## src/rtl/euler_angle_reader_if.sv

```systemverilog
// Burst-read request/response bus between the Euler-angle reader
// (master side) and the shared I2C master (slave side).
interface euler_angle_reader_if;
    logic       o_Rd_Req;
    logic [7:0] o_Rd_Addr;
    logic [2:0] o_Rd_Len;
    logic       i_Rd_Ack;
    logic       i_Byte_Valid;
    logic [7:0] i_Byte;
    logic       i_Rd_Done;
    logic       i_Rd_Err;

    modport master (
        output o_Rd_Req, o_Rd_Addr, o_Rd_Len,
        input  i_Rd_Ack, i_Byte_Valid, i_Byte,
        input  i_Rd_Done, i_Rd_Err
    );

    modport slave (
        input  o_Rd_Req, o_Rd_Addr, o_Rd_Len,
        output i_Rd_Ack, i_Byte_Valid, i_Byte,
        output i_Rd_Done, i_Rd_Err
    );
endinterface

```

## src/rtl/euler_angle_reader.sv

```systemverilog
// Periodic BNO055 Euler-angle fetcher: 6-byte burst from 0x1A.
// Ports: i_Clk/i_Rst_L/i_Enable, rd (I2C burst bus), raw angle words,
// o_Valid pulse, o_Err_Count, o_Stale.
module euler_angle_reader #(
    parameter int CLK_HZ         = 12000000,
    parameter int SAMPLE_HZ      = 100,
    parameter int TIMEOUT_CYCLES = 65535
) (
    input  logic                        i_Clk,
    input  logic                        i_Rst_L,
    input  logic                        i_Enable,
    euler_angle_reader_if.master        rd,
    output logic [15:0]                 o_Heading_Raw,
    output logic [15:0]                 o_Roll_Raw,
    output logic [15:0]                 o_Pitch_Raw,
    output logic                        o_Valid,
    output logic [7:0]                  o_Err_Count,
    output logic                        o_Stale
);
    localparam int PERIOD = CLK_HZ / SAMPLE_HZ;
    localparam int CNT_W  = (PERIOD > 1) ? $clog2(PERIOD) : 1;
    localparam int TO_W   = $clog2(TIMEOUT_CYCLES + 1);
    localparam logic [CNT_W-1:0] TICK_LAST = CNT_W'(PERIOD - 1);
    localparam logic [TO_W-1:0]  TO_LAST   = TO_W'(TIMEOUT_CYCLES - 1);

    typedef enum logic [1:0] {
        S_IDLE = 2'd0,
        S_REQ  = 2'd1,
        S_RECV = 2'd2
    } state_t;

    state_t             state_q, state_d;
    logic [CNT_W-1:0]   tick_cnt_q, tick_cnt_d;
    logic [TO_W-1:0]    to_q, to_d;
    logic [2:0]         idx_q, idx_d;
    logic               bad_q, bad_d;
    logic [47:0]        shadow_q, shadow_d;
    logic [15:0]        head_q, head_d;
    logic [15:0]        roll_q, roll_d;
    logic [15:0]        pitch_q, pitch_d;
    logic               valid_q, valid_d;
    logic [7:0]         err_cnt_q, err_cnt_d;
    logic               stale_q, stale_d;

    logic               tick;
    logic               active;
    logic               timeout;
    logic               done;
    logic               byte_take;
    logic [3:0]         total;
    logic               frame_good;
    logic               frame_bad;

    // Tick fires in the cycle the counter wraps back to 0.
    assign tick = i_Enable && (tick_cnt_q == TICK_LAST);

    assign active    = (state_q != S_IDLE);
    assign timeout   = active && (to_q == TO_LAST);
    assign done      = (state_q == S_RECV) && rd.i_Rd_Done;
    assign byte_take = (state_q == S_RECV) && rd.i_Byte_Valid;

    // Byte count including one arriving alongside i_Rd_Done.
    assign total = {1'b0, idx_q} + {3'b000, byte_take};

    assign frame_good = done && !rd.i_Rd_Err && !bad_q &&
                        (total == 4'd6);
    // A done in the timeout cycle takes precedence over the timeout.
    assign frame_bad  = (done && !frame_good) || (timeout && !done);

    always_ff @(posedge i_Clk or negedge i_Rst_L) begin
        if (!i_Rst_L) begin
            state_q <= S_IDLE;
        end else begin
            state_q <= state_d;
        end
    end

    always_comb begin
        state_d = state_q;
        unique case (state_q)
            S_IDLE: begin
                if (tick) state_d = S_REQ;
            end
            S_REQ: begin
                if (timeout)          state_d = S_IDLE;
                else if (rd.i_Rd_Ack) state_d = S_RECV;
            end
            S_RECV: begin
                if (done || timeout) state_d = S_IDLE;
            end
            default: state_d = S_IDLE;
        endcase
    end

    always_comb begin
        rd.o_Rd_Req  = (state_q == S_REQ);
        rd.o_Rd_Addr = 8'h1A;
        rd.o_Rd_Len  = 3'd6;
    end

    always_comb begin
        tick_cnt_d = tick_cnt_q;
        to_d       = to_q;
        idx_d      = idx_q;
        bad_d      = bad_q;
        shadow_d   = shadow_q;
        head_d     = head_q;
        roll_d     = roll_q;
        pitch_d    = pitch_q;
        valid_d    = 1'b0;
        err_cnt_d  = err_cnt_q;
        stale_d    = stale_q;

        if (!i_Enable || tick) tick_cnt_d = '0;
        else                   tick_cnt_d = tick_cnt_q + CNT_W'(1);

        if ((state_q == S_IDLE) && tick) begin
            idx_d = 3'd0;
            bad_d = 1'b0;
            to_d  = '0;
        end else if (active) begin
            to_d = to_q + TO_W'(1);
        end

        if (byte_take) begin
            if (idx_q < 3'd6) idx_d = idx_q + 3'd1;
            else              bad_d = 1'b1;
        end
        for (int i = 0; i < 6; i++) begin
            if (byte_take && (idx_q == 3'(i)))
                shadow_d[8*i +: 8] = rd.i_Byte;
        end

        // shadow_d so a final byte in the done cycle is included.
        if (frame_good) begin
            head_d  = shadow_d[15:0];
            roll_d  = shadow_d[31:16];
            pitch_d = shadow_d[47:32];
            valid_d = 1'b1;
            stale_d = 1'b0;
        end
        if (frame_bad) begin
            if (err_cnt_q != 8'hFF) err_cnt_d = err_cnt_q + 8'd1;
            stale_d = 1'b1;
        end
    end

    always_ff @(posedge i_Clk or negedge i_Rst_L) begin
        if (!i_Rst_L) begin
            tick_cnt_q <= '0;
            to_q       <= '0;
            idx_q      <= 3'd0;
            bad_q      <= 1'b0;
            shadow_q   <= '0;
            head_q     <= '0;
            roll_q     <= '0;
            pitch_q    <= '0;
            valid_q    <= 1'b0;
            err_cnt_q  <= '0;
            stale_q    <= 1'b0;
        end else begin
            tick_cnt_q <= tick_cnt_d;
            to_q       <= to_d;
            idx_q      <= idx_d;
            bad_q      <= bad_d;
            shadow_q   <= shadow_d;
            head_q     <= head_d;
            roll_q     <= roll_d;
            pitch_q    <= pitch_d;
            valid_q    <= valid_d;
            err_cnt_q  <= err_cnt_d;
            stale_q    <= stale_d;
        end
    end

    assign o_Heading_Raw = head_q;
    assign o_Roll_Raw    = roll_q;
    assign o_Pitch_Raw   = pitch_q;
    assign o_Valid       = valid_q;
    assign o_Err_Count   = err_cnt_q;
    assign o_Stale       = stale_q;
endmodule
```

## src/flat_wrapper.sv

```systemverilog
// flat-port wrapper written by rule: the top's interface ports become plain ports
module euler_angle_reader_flat 
#(
    parameter int CLK_HZ         = 12000000,
    parameter int SAMPLE_HZ      = 100,
    parameter int TIMEOUT_CYCLES = 65535
)
  (i_Clk, i_Rst_L, i_Enable, o_Heading_Raw, o_Roll_Raw, o_Pitch_Raw, o_Valid, o_Err_Count, o_Stale, rd_o_Rd_Req, rd_o_Rd_Addr, rd_o_Rd_Len, rd_i_Rd_Ack, rd_i_Byte_Valid, rd_i_Byte, rd_i_Rd_Done, rd_i_Rd_Err);
  euler_angle_reader_if rd_i ();
  input  logic i_Clk;
  input  logic i_Rst_L;
  input  logic i_Enable;
  output logic [15:0] o_Heading_Raw;
  output logic [15:0] o_Roll_Raw;
  output logic [15:0] o_Pitch_Raw;
  output logic o_Valid;
  output logic [7:0] o_Err_Count;
  output logic o_Stale;
  output wire logic [$bits(rd_i.o_Rd_Req)-1:0] rd_o_Rd_Req;
  output wire logic [$bits(rd_i.o_Rd_Addr)-1:0] rd_o_Rd_Addr;
  output wire logic [$bits(rd_i.o_Rd_Len)-1:0] rd_o_Rd_Len;
  input wire logic [$bits(rd_i.i_Rd_Ack)-1:0] rd_i_Rd_Ack;
  input wire logic [$bits(rd_i.i_Byte_Valid)-1:0] rd_i_Byte_Valid;
  input wire logic [$bits(rd_i.i_Byte)-1:0] rd_i_Byte;
  input wire logic [$bits(rd_i.i_Rd_Done)-1:0] rd_i_Rd_Done;
  input wire logic [$bits(rd_i.i_Rd_Err)-1:0] rd_i_Rd_Err;
  assign rd_o_Rd_Req = rd_i.o_Rd_Req;
  assign rd_o_Rd_Addr = rd_i.o_Rd_Addr;
  assign rd_o_Rd_Len = rd_i.o_Rd_Len;
  assign rd_i.i_Rd_Ack = rd_i_Rd_Ack;
  assign rd_i.i_Byte_Valid = rd_i_Byte_Valid;
  assign rd_i.i_Byte = rd_i_Byte;
  assign rd_i.i_Rd_Done = rd_i_Rd_Done;
  assign rd_i.i_Rd_Err = rd_i_Rd_Err;
  euler_angle_reader #(.CLK_HZ(CLK_HZ), .SAMPLE_HZ(SAMPLE_HZ), .TIMEOUT_CYCLES(TIMEOUT_CYCLES)) u_core (.i_Clk(i_Clk), .i_Rst_L(i_Rst_L), .i_Enable(i_Enable), .rd(rd_i), .o_Heading_Raw(o_Heading_Raw), .o_Roll_Raw(o_Roll_Raw), .o_Pitch_Raw(o_Pitch_Raw), .o_Valid(o_Valid), .o_Err_Count(o_Err_Count), .o_Stale(o_Stale));
endmodule
```

## config.mk

```make
export PLATFORM = sky130hd
export DESIGN_NAME = euler_angle_reader_flat
export DESIGN_NICKNAME = d
export VERILOG_FILES = /design/src/rtl/euler_angle_reader_if.sv /design/src/rtl/euler_angle_reader.sv /design/src/flat_wrapper.sv
export SDC_FILE = /design/constraint.sdc
export NUM_CORES = 1
export LEC_CHECK = 0
export BUFFER_PORTS_ARGS = -buffer_cell sky130_fd_sc_hd__buf_2
export CAP_MARGIN = 20
export CORE_AREA = 2 2 149 151
export CTS_CLUSTER_SIZE = 12
export DETAILED_ROUTE_END_ITERATION = 8
export DIE_AREA = 0 0 151 153
export PLACE_DENSITY = 0.44
export SLEW_MARGIN = 20
export SYNTH_ARGS = -nofsm -noshare
export SYNTH_HDL_FRONTEND = slang
export SYNTH_SLANG_ARGS = --single-unit
export TNS_END_PERCENT = 5
```

## constraint.sdc

```tcl
create_clock -name i_Clk -period 3.8 [get_ports i_Clk]
set_input_delay 0.76 -clock i_Clk [delete_from_list [all_inputs] [get_ports i_Clk]]
set_output_delay 0.76 -clock i_Clk [all_outputs]
set_load 0.005 [all_outputs]
```

[Word level (Yosys, flattened, before mapping)]
Cells that the tools add are included.
Word-level totals
  memories kept: 0
  register bits after elaboration: 145
  RAM bits: 0
  bits in latches: 0
  logic and storage cells: 86
  ROM bits: 0
Cells by class
  div/mod/pow operators: 0
  $lt $le $gt $ge: 1
  reduce and logical (&&, ||, !) cells: 31
  muxes and demuxes: 23
  shift-type cells: 0
  add/subtract/negate cells: 5
  bitwise operators: 0
  $mul: 0
  equal/unequal tests: 14
Operators by type and width (count)
  two-way mux 8 bit: 6
  two-way mux 16 bit: 2
  adder 17 x 1 -> 17 bit (second input constant): 1
  equality test 17 bit (second input constant): 1
  two-way mux 17 bit: 1
  adder 16 x 1 -> 16 bit (second input constant): 1
  equality test 16 bit (second input constant): 1
  logical AND 1 bit: 16
  two-way mux 3 bit: 3
  adder 8 x 1 -> 8 bit (second input constant): 1
  two-way mux 2 bit: 4
  inequality test 8 bit (second input constant): 1
  equality test 3 x 2 -> 1 bit (second input constant): 2
  equality test 3 bit (second input constant): 2
  two-way mux 1 bit: 6
  case mux 2 bit (3 select lines): 1
  nonzero test 2 bit: 3
  zero test 1 bit: 5
  adder 3 x 1 -> 4 bit: 1
  equality test 4 x 3 -> 1 bit (second input constant): 1
  adder 3 x 1 -> 3 bit (second input constant): 1
  equality test 3 x 1 -> 1 bit (second input constant): 1
  zero test 3 bit: 1
  logical OR 1 bit: 3
  9 further kinds: 9

[Logic depth before layout (Yosys ltp)]
Gate-level depths: netlist of run 1.
  depth after elaboration: 9
  depth in mapped cells: 12
  mapped depth without buffers: 10

[Worst setup path after synthesis of run 1]
OpenSTA, ideal clock, no wires.
  path kind: in2reg
  from: input rd_i_Byte_Valid
  to: register u_core.roll_q[0] (netlist: u_core.o_Roll_Raw[0])
  data arrival time: 2.437 ns
  path buffers: 2
  slack: 1.238 ns
  stages on the path: 10
  data required time: 3.675 ns
  cells stage by stage: nand2_4 -> inv_4 -> ha_1 -> ha_1 -> nor4b_1 -> o21a_1 -> and2_1 -> buf_8 -> buf_6 -> mux2_2
On the way
  cells in the longest elaborated chain, start to end: 4
  elaborated cells between the ends (all ways): 6
  those cells by class: 1 x add/sub; 1 x eq/ne; 1 x mux; 3 x reduce/logical
RTL lines
  start, declared: line flat_wrapper.sv:23  | input wire logic [$bits(rd_i.i_Byte_Valid)-1:0] rd_i_Byte_Valid;
  logical AND 1 bit (*): line euler_angle_reader.sv:60  | assign byte_take = (state_q == S_RECV) && rd.i_Byte_Valid;
  adder 3 x 1 -> 4 bit: line euler_angle_reader.sv:63  | assign total = {1'b0, idx_q} + {3'b000, byte_take};
  equality test 4 x 3 -> 1 bit: line euler_angle_reader.sv:66  | (total == 4'd6);
  logical AND 1 bit: line euler_angle_reader.sv:65  | assign frame_good = done && !rd.i_Rd_Err && !bad_q &&
  end signal, assigned: line euler_angle_reader.sv:168  | roll_q <= roll_d;
  end, declared: line euler_angle_reader.sv:39  | logic [15:0] roll_q, roll_d;
Mark *: on every way between the ends. The rest lies on a longest branch, timed or not.
A chain may end at the register's enable or synchronous reset.

[Worst setup path after layout of run 1]
  from: register u_core.state_q[1]
  to: register u_core.roll_q[8] (netlist: u_core.o_Roll_Raw[8])
On the way
  cells in the longest elaborated chain, start to end: 5
  elaborated cells between the ends (all ways): 10
  those cells by class: 1 x add/sub; 2 x eq/ne; 1 x mux; 6 x reduce/logical
RTL lines
  start, declared: line euler_angle_reader.sv:32  | state_t state_q, state_d;
  start signal, assigned: line euler_angle_reader.sv:74  | state_q <= state_d;
  equality test 2 bit (*): line euler_angle_reader.sv:59, euler_angle_reader.sv:60
  logical AND 1 bit, on equally long branches: line euler_angle_reader.sv:60, euler_angle_reader.sv:59
  adder 3 x 1 -> 4 bit / logical AND 1 bit (equally long branches): line euler_angle_reader.sv:63, euler_angle_reader.sv:65
  equality test 4 x 3 -> 1 bit / logical AND 1 bit (equally long branches): line euler_angle_reader.sv:66, euler_angle_reader.sv:65
  logical AND 1 bit: line euler_angle_reader.sv:65
Marked as above.

==> summary.md, run 1 <==
| Metric | Value |
|---|---|
| Fraction of layout cells with a size suffix above 1 | 40.0% |
| CTS max path bufs | 2 |
| PortBufs | 73 |
| Slew HR | 42.3% |
| Place WS | 689 ps |
| Site Rows | 54 |
| Period utilization | 75.1% |
| Clk_lat worst skew | 420 ps |
| Die W | 151 µm |
| Synth Area in XOR/XNOR | 2.50% |
| HPWL Detailed | 8.82 mm |
| First DRT Iteration DRCs | 150 |
| Mapped cell area | 6310 µm² |
| Crit path max fanout | 22 |
| Nets | 580 |
| First-pass GRT wire length | 21.9 mm |
| Drt wl/cell | 15.5 µm |
| Largest net degree at the start of global routing | 92 |
| Min-delay worst type | input port to async pin |
| Commonest non-fill, non-tap cell in the layout | dfrtp_1 |
| Iteration count of the initial detailed-routing pass | 4 |
| CTS Hold Bufs | 0 |
| Placer Congestion | 0.726 |
| Final ANT Viol Nets | 0 |
| Synth Instances | 473 |
| Post-synth EDFFs | 0 |
| Power Dens Cells | 430 nW/µm² |
| Fin Setup TNS | 0 ps |
| Resize count post-CTS | 0 |
| Setup Skew | 10.3 ps |
| Total wire length | 13.1 mm |
| Routed via count | 3810 |
| Clock Sinks | 145 |
| Clock period minus worst slack | 2850 ps |
| # DRC | 0 |
| Mux share of post-synthesis cell area | 18.3% |
| Die area | 23100 µm² |
| Leakage | 3.82 nW |
| Total track usage | 12.3% |
| Synth unique cells | 51 |
| Initial Utilization | 29.4% |
| Setup violations, final | 0 |
| Max cap viols | 0 |
| Post-CTS setup buffers | 0 |
| Design area | 7460 µm² |
| Final slew viol count | 0 |
| Async set or reset register ratio after synthesis | 100% |
| Number of fill cells in the layout | 2154 |
| RSZ-0062 raised after global routing | no |
| Setup crit start kind | register |
| Initial antenna violation count | 0 |
| Status | finished clean |
| Peak Freq | 350 MHz |
| GRT overflow | 0 |
| Slew @ Worst Pin | 866 ps |
| Ant diodes | 0 |
| # H-tree levels | 4 |
| Hold WS | 407 ps |
| CTS tree | done |
| Top FF cell, synth | dfrtp_1 |
| Clock transition at path regs | 60 ps |
| Final setup margin | 946 ps |
| Yosys reg bits | 145 |
| Critical path arrival | 3160 ps |
| Combinational family with the most area after synthesis | multiplexers |
| Synth area leaders | dfrtp_1 (57%), mux2_2 (14%), mux2_4 (3.8%) |
| CTS root buf | clkbuf_16 |
| Post-layout util | 34.7% |
| CTS buffer count | 17 |
| Number of vias per cell | 4.50 |
| Yosys Warn Count | 0 |
| Post-DP Area | 6900 µm² |
| Top-level port count | 85 |
| Core area | 21500 µm² |
| Maximum VDD drop | 0.298 mV |
| Synth area leader | dfrtp_1 |
| Post-synthesis simple-gate area fraction | 11.5% |
| Syn_area_per_cell | 13.3 µm² |
| Vias in the first global route | 4011 |
| Synth Area in Compound Gates | 3.65% |
| Area delta synth->final | 18.2% |
| Adder-Cell Fraction of Synth Area | 2.18% |
| Final hold viol count | 0 |
| Die Ht | 153 µm |
| Most frequent cells in the layout | dfrtp_1 (145), mux2_2 (79), buf_2 (72) |
| CP required | 4110 ps |
| Seq/Total Area, Yosys | 57.5% |
| Synth top area share | 57.5% |
| Worst Setup End Kind | register |
| Critical path class | register to register |
## critical path: stages (launching register included)
cell	delay (ps)
dfrtp_1	490
nor2b_4	190
nand2_4	110
inv_4	50
ha_1	190
ha_1	270
nor4b_1	230
o21a_1	190
and2_2	400
buf_12	240
mux2_2	350
## logic make-up (layout without fill, tap and decap cells)
family          after synthesis  in the layout
other cells                   2             11
buf+inv                      35            120
fa+ha+maj                    11             11
xor+xnor                     18             18
compound gates               40             40
mux                          97             97
flops                       145            145
simple gates                125            125
## metrics by stage
step	instances	power [W]
2_1_floorplan	482	0.00160
3_3_place_gp	815	0.00164
3_5_place_dp	815	0.00164
4_1_cts	847	0.00326
5_1_grt	847	0.00334
6_report	847	0.00321
## report_power, final
group	switching [W]	leakage (nW)	internal [W]
logic	0.0000515	1.61	0.0000118
clock network	0.000683	0.271	0.000913
registers	0.00000270	1.94	0.00155
## path summary, 6_finish.rpt
| kind | cells after the start | start | endpoint | slack (ps) |
|---|---|---|---|---|
| setup / recovery | 10 | u_core.state_q[1] | u_core.o_Roll_Raw[8] | 950 |
| hold / removal | 1 | i_Rst_L | u_core.to_q[7] | 410 |
| setup reg to reg | 10 | u_core.state_q[1] | u_core.o_Roll_Raw[8] | 950 |
| hold reg to reg | 1 | u_core.to_q[8] | u_core.to_q[8] | 480 |
| max in group asynchronous | 2 | i_Rst_L | u_core.o_Heading_Raw[2] | 2560 |
| min in group i_Clk | 1 | u_core.to_q[8] | u_core.to_q[8] | 480 |
## layout make-up
cell class | instances | area [µm²] | area share, %
Inverter | 10 | 40.0 | 0.537
Clock buffer | 19 | 433 | 5.80
Clock inverter | 13 | 128 | 1.71
Sequential cell | 145 | 3630 | 48.6
Multi-Input combinational cell | 302 | 2450 | 32.8
Tap cell | 280 | 350 | 4.70
Timing Repair Buffer | 78 | 434 | 5.82
## Yosys cell counts (4+ instances only)
cell type    n
or3_1        4
o21ai_1      5
and3_1       4
nor2_1      23
xor2_1       9
ha_1        11
a21oi_1      8
inv_1        8
buf_4       14
buf_6        6
dfrtp_1    145
mux2_2      79
o211ai_1     4
and4_1       4
mux2_4      16
nand2_1     25
nand3_1     25
nand4_1     10
xnor2_1      9
o21ai_0     15
## metal layers
layer / track usage, % / share of wire [%] / up-vias
met5: 0 / 0 / -
met4: 4.27 / 1.4 / 0
met3: 3.28 / 3.6 / 13
met2: 18.8 / 46 / 62
met1: 16.9 / 49 / 1933
li1: - / - / 1802
## sequential cells by signal, indices dropped and copies added, names as in the netlist
name and cells:
u_core.shadow_q 48, u_core.tick_cnt_q 17, u_core.o_Heading_Raw 16, u_core.o_Pitch_Raw 16
u_core.o_Roll_Raw 16, u_core.to_q 16, u_core.o_Err_Count 8, u_core.idx_q 3
u_core.state_q 2, u_core.bad_q 1, u_core.o_Stale 1, u_core.o_Valid 1
No activity file was read; power rests on OpenSTA's default activity.
==> inputs of run 2 (changes only) <==
--- a/config.mk
+++ b/config.mk
@@ -11,7 +11,7 @@
 export CTS_CLUSTER_SIZE = 12
 export DETAILED_ROUTE_END_ITERATION = 8
 export DIE_AREA = 0 0 151 153
-export PLACE_DENSITY = 0.44
+export PLACE_DENSITY = 0.46
 export SLEW_MARGIN = 20
 export SYNTH_ARGS = -nofsm -noshare
 export SYNTH_HDL_FRONTEND = slang
==> constraint.sdc (replaced) <==
create_clock -name i_Clk -period 2.6 [get_ports i_Clk]
set_input_delay 0.52 -clock i_Clk [delete_from_list [all_inputs] [get_ports i_Clk]]
set_output_delay 0.52 -clock i_Clk [all_outputs]
set_load 0.005 [all_outputs]
==> summary.md, run 2 (synthesized netlist as in run 1, its figures left out) <==
| Metric | Value |
|---|---|
| GRT overflow | 0 (unchanged) |
| Placed cells | 824 (+1.1%) |
| Setup Skew | 8.78 ps (-1.49 ps) |
| Placer Congestion | 0.718 (-1.2%) |
| Worst Setup End Kind | register |
| Number of vias per cell | 4.45 (-1.0%) |
| Largest net degree at the start of global routing | 57 (-38%) |
| # DRC | 0 (unchanged) |
| Fin Setup TNS | 0 ps (unchanged) |
| Maximum VDD drop | 0.452 mV (+52%) |
| Final slew viol count | 0 (unchanged) |
| CTS root buf | clkbuf_16 |
| CTS buffer count | 17 (unchanged) |
| Met3 Track Usage GR | 3.55% (+0.27 points) |
| CTS Hold Bufs | 0 (unchanged) |
| Top flop regs | u_core.shadow_q: 48 flops, u_core.tick_cnt_q: 17 flops |
| Slew HR | 65.0% (+23 points) |
| Leakage | 3.89 nW (+2.0%) |
| Vias in the first global route | 4020 (+0.22%) |
| Final setup margin | 241 ps (-705 ps) |
| Non-Filler Instances | 856 (+1.1%) |
| Met1 GRT Util | 16.3% (-0.60 points) |
| Busiest metal layer after global routing | met2 |
| Critical path arrival | 2660 ps (-500 ps) |
| Status | finished clean |
| Critical path class | register to register |
| Post-layout util | 35.4% (+0.71 points) |
| Place WS | -3.45 ps (-692 ps) |
| Period utilization | 90.7% (+16 points) |
| CTS max path bufs | 2 (unchanged) |
| M2 GR Usage | 18.6% (-0.17 points) |
| Clock transition at path regs | 60 ps (about the same) |
| Area delta synth->final | 20.6% |
| Fraction of layout cells with a size suffix above 1 | 41.5% (+1.5 points) |
| PortBufs | 73 (unchanged) |
| HPWL Detailed | 8.99 mm (+2.0%) |
| Iteration count of the initial detailed-routing pass | 4 (unchanged) |
| Hold WS | 31.3 ps (-375 ps) |
| RSZ-0062 raised after global routing | no |
| First-pass GRT wire length | 21.8 mm (-0.35%) |
| Setup violations, final | 0 (unchanged) |
| Reg2reg setup slack | 240 ps (-710 ps) |
| Min-delay worst type | input port to async pin |
| Nets | 589 (+1.6%) |
| Total wire length | 12.9 mm (-1.8%) |
| Power Dens Cells | 646 nW/µm² (+50%) |
| Drt wl/cell | 15.1 µm (-2.8%) |
| Initial antenna violation count | 0 (unchanged) |
| Max cap viols | 0 (unchanged) |
| Routed via count | 3812 (+0.052%) |
| Clock Sinks | 145 (unchanged) |
| Setup crit start kind | register |
| First DRT Iteration DRCs | 158 (+5.3%) |
| Number of fill cells in the layout | 2135 (-0.88%) |
| Final hold viol count | 0 (unchanged) |
| Site Rows | 54 (unchanged) |
| Die area | 23100 µm² (unchanged) |
| Most frequent cells in the layout | dfrtp_1 (145), mux2_2 (79), buf_2 (72) |
| Clock period minus worst slack | 2360 ps (-495 ps) |
| CTS tree | done |
| Initial Utilization | 29.4% (unchanged) |
| Crit path max fanout | 10 (-55%) |
| Top-level port count | 85 (unchanged) |
| Ant diodes | 0 (unchanged) |
| Peak Freq | 424 MHz (+21%) |
| Commonest non-fill, non-tap cell in the layout | dfrtp_1 |
| Slew @ Worst Pin | 525 ps (-341 ps) |
| Max reg flops | 48 (unchanged) |
| Die W | 151 µm (unchanged) |
| Total track usage | 12.0% (-0.26 points) |
| Final ANT Viol Nets | 0 (unchanged) |
| # H-tree levels | 4 (unchanged) |
| Die Ht | 153 µm (unchanged) |
| Largest register by flop count | u_core.shadow_q |
| CP required | 2900 ps (-1210 ps) |
| Core area | 21500 µm² (unchanged) |
| Clk_lat worst skew | 410 ps (about the same) |
-- run 2: final timing paths --
path,cells after the start,startpoint,to
setup / recovery,10,u_core.state_q[1],u_core.o_Pitch_Raw[13]
min in group i_Clk,3,rd_i_Rd_Ack,u_core.state_q[0]
hold reg to reg,1,u_core.o_Roll_Raw[13],u_core.o_Roll_Raw[13]
max in group asynchronous,2,i_Rst_L,u_core.o_Err_Count[4]
setup reg to reg,10,u_core.state_q[1],u_core.o_Pitch_Raw[13]
hold / removal,1,i_Rst_L,u_core.o_Roll_Raw[11]
-- run 2: timing repair --
action | in CTS | in global routing
resized for setup | 0 | 1
setup endpoints to repair | 0 | 13
buffers inserted | 0 | 0
-- run 2: worst max-delay path, cell delays in order, from the launching register on --
cell,delay (ps)
dfrtp_1,370
nor2b_4,140
nand2_4,80
inv_4,30
ha_1,180
ha_1,270
nor4b_2,180
o21a_1,180
and2_2,240
buf_4,230
mux2_2,350
-- run 2: layer usage --
metal	share of wire (%)	wire length, µm
met2	47	6080
met5	0	0
met3	4.4	569
met4	0.62	80
met1	48	6160
-- run 2: where the power goes --
part	leakage [nW]	switching, W	internal (W)	total [W]
clock	0.291	0.000981	0.00158	0.00256
combinational	1.66	0.0000760	0.0000214	0.0000974
sequential	1.94	0.00000361	0.00226	0.00226
-- run 2: stage by stage --
stage / area (µm²) / total power [W]
2_1_floorplan: 6350 / 0.00233
3_3_place_gp: 6980 / 0.00241
3_5_place_dp: 6980 / 0.00241
4_1_cts: 7610 / 0.00500
5_1_grt: 7610 / 0.00512
6_report: 7610 / 0.00492
-- run 2: cell type report --
class	instances	area [µm²]	area share (%)
well taps	280	350	4.60
flip-flops and latches	145	3630	47.7
multi-input cells	302	2450	32.2
inverters	10	40.0	0.526
clock buffers	19	453	5.95
clock inverters	13	174	2.28
repair buffers	87	514	6.75
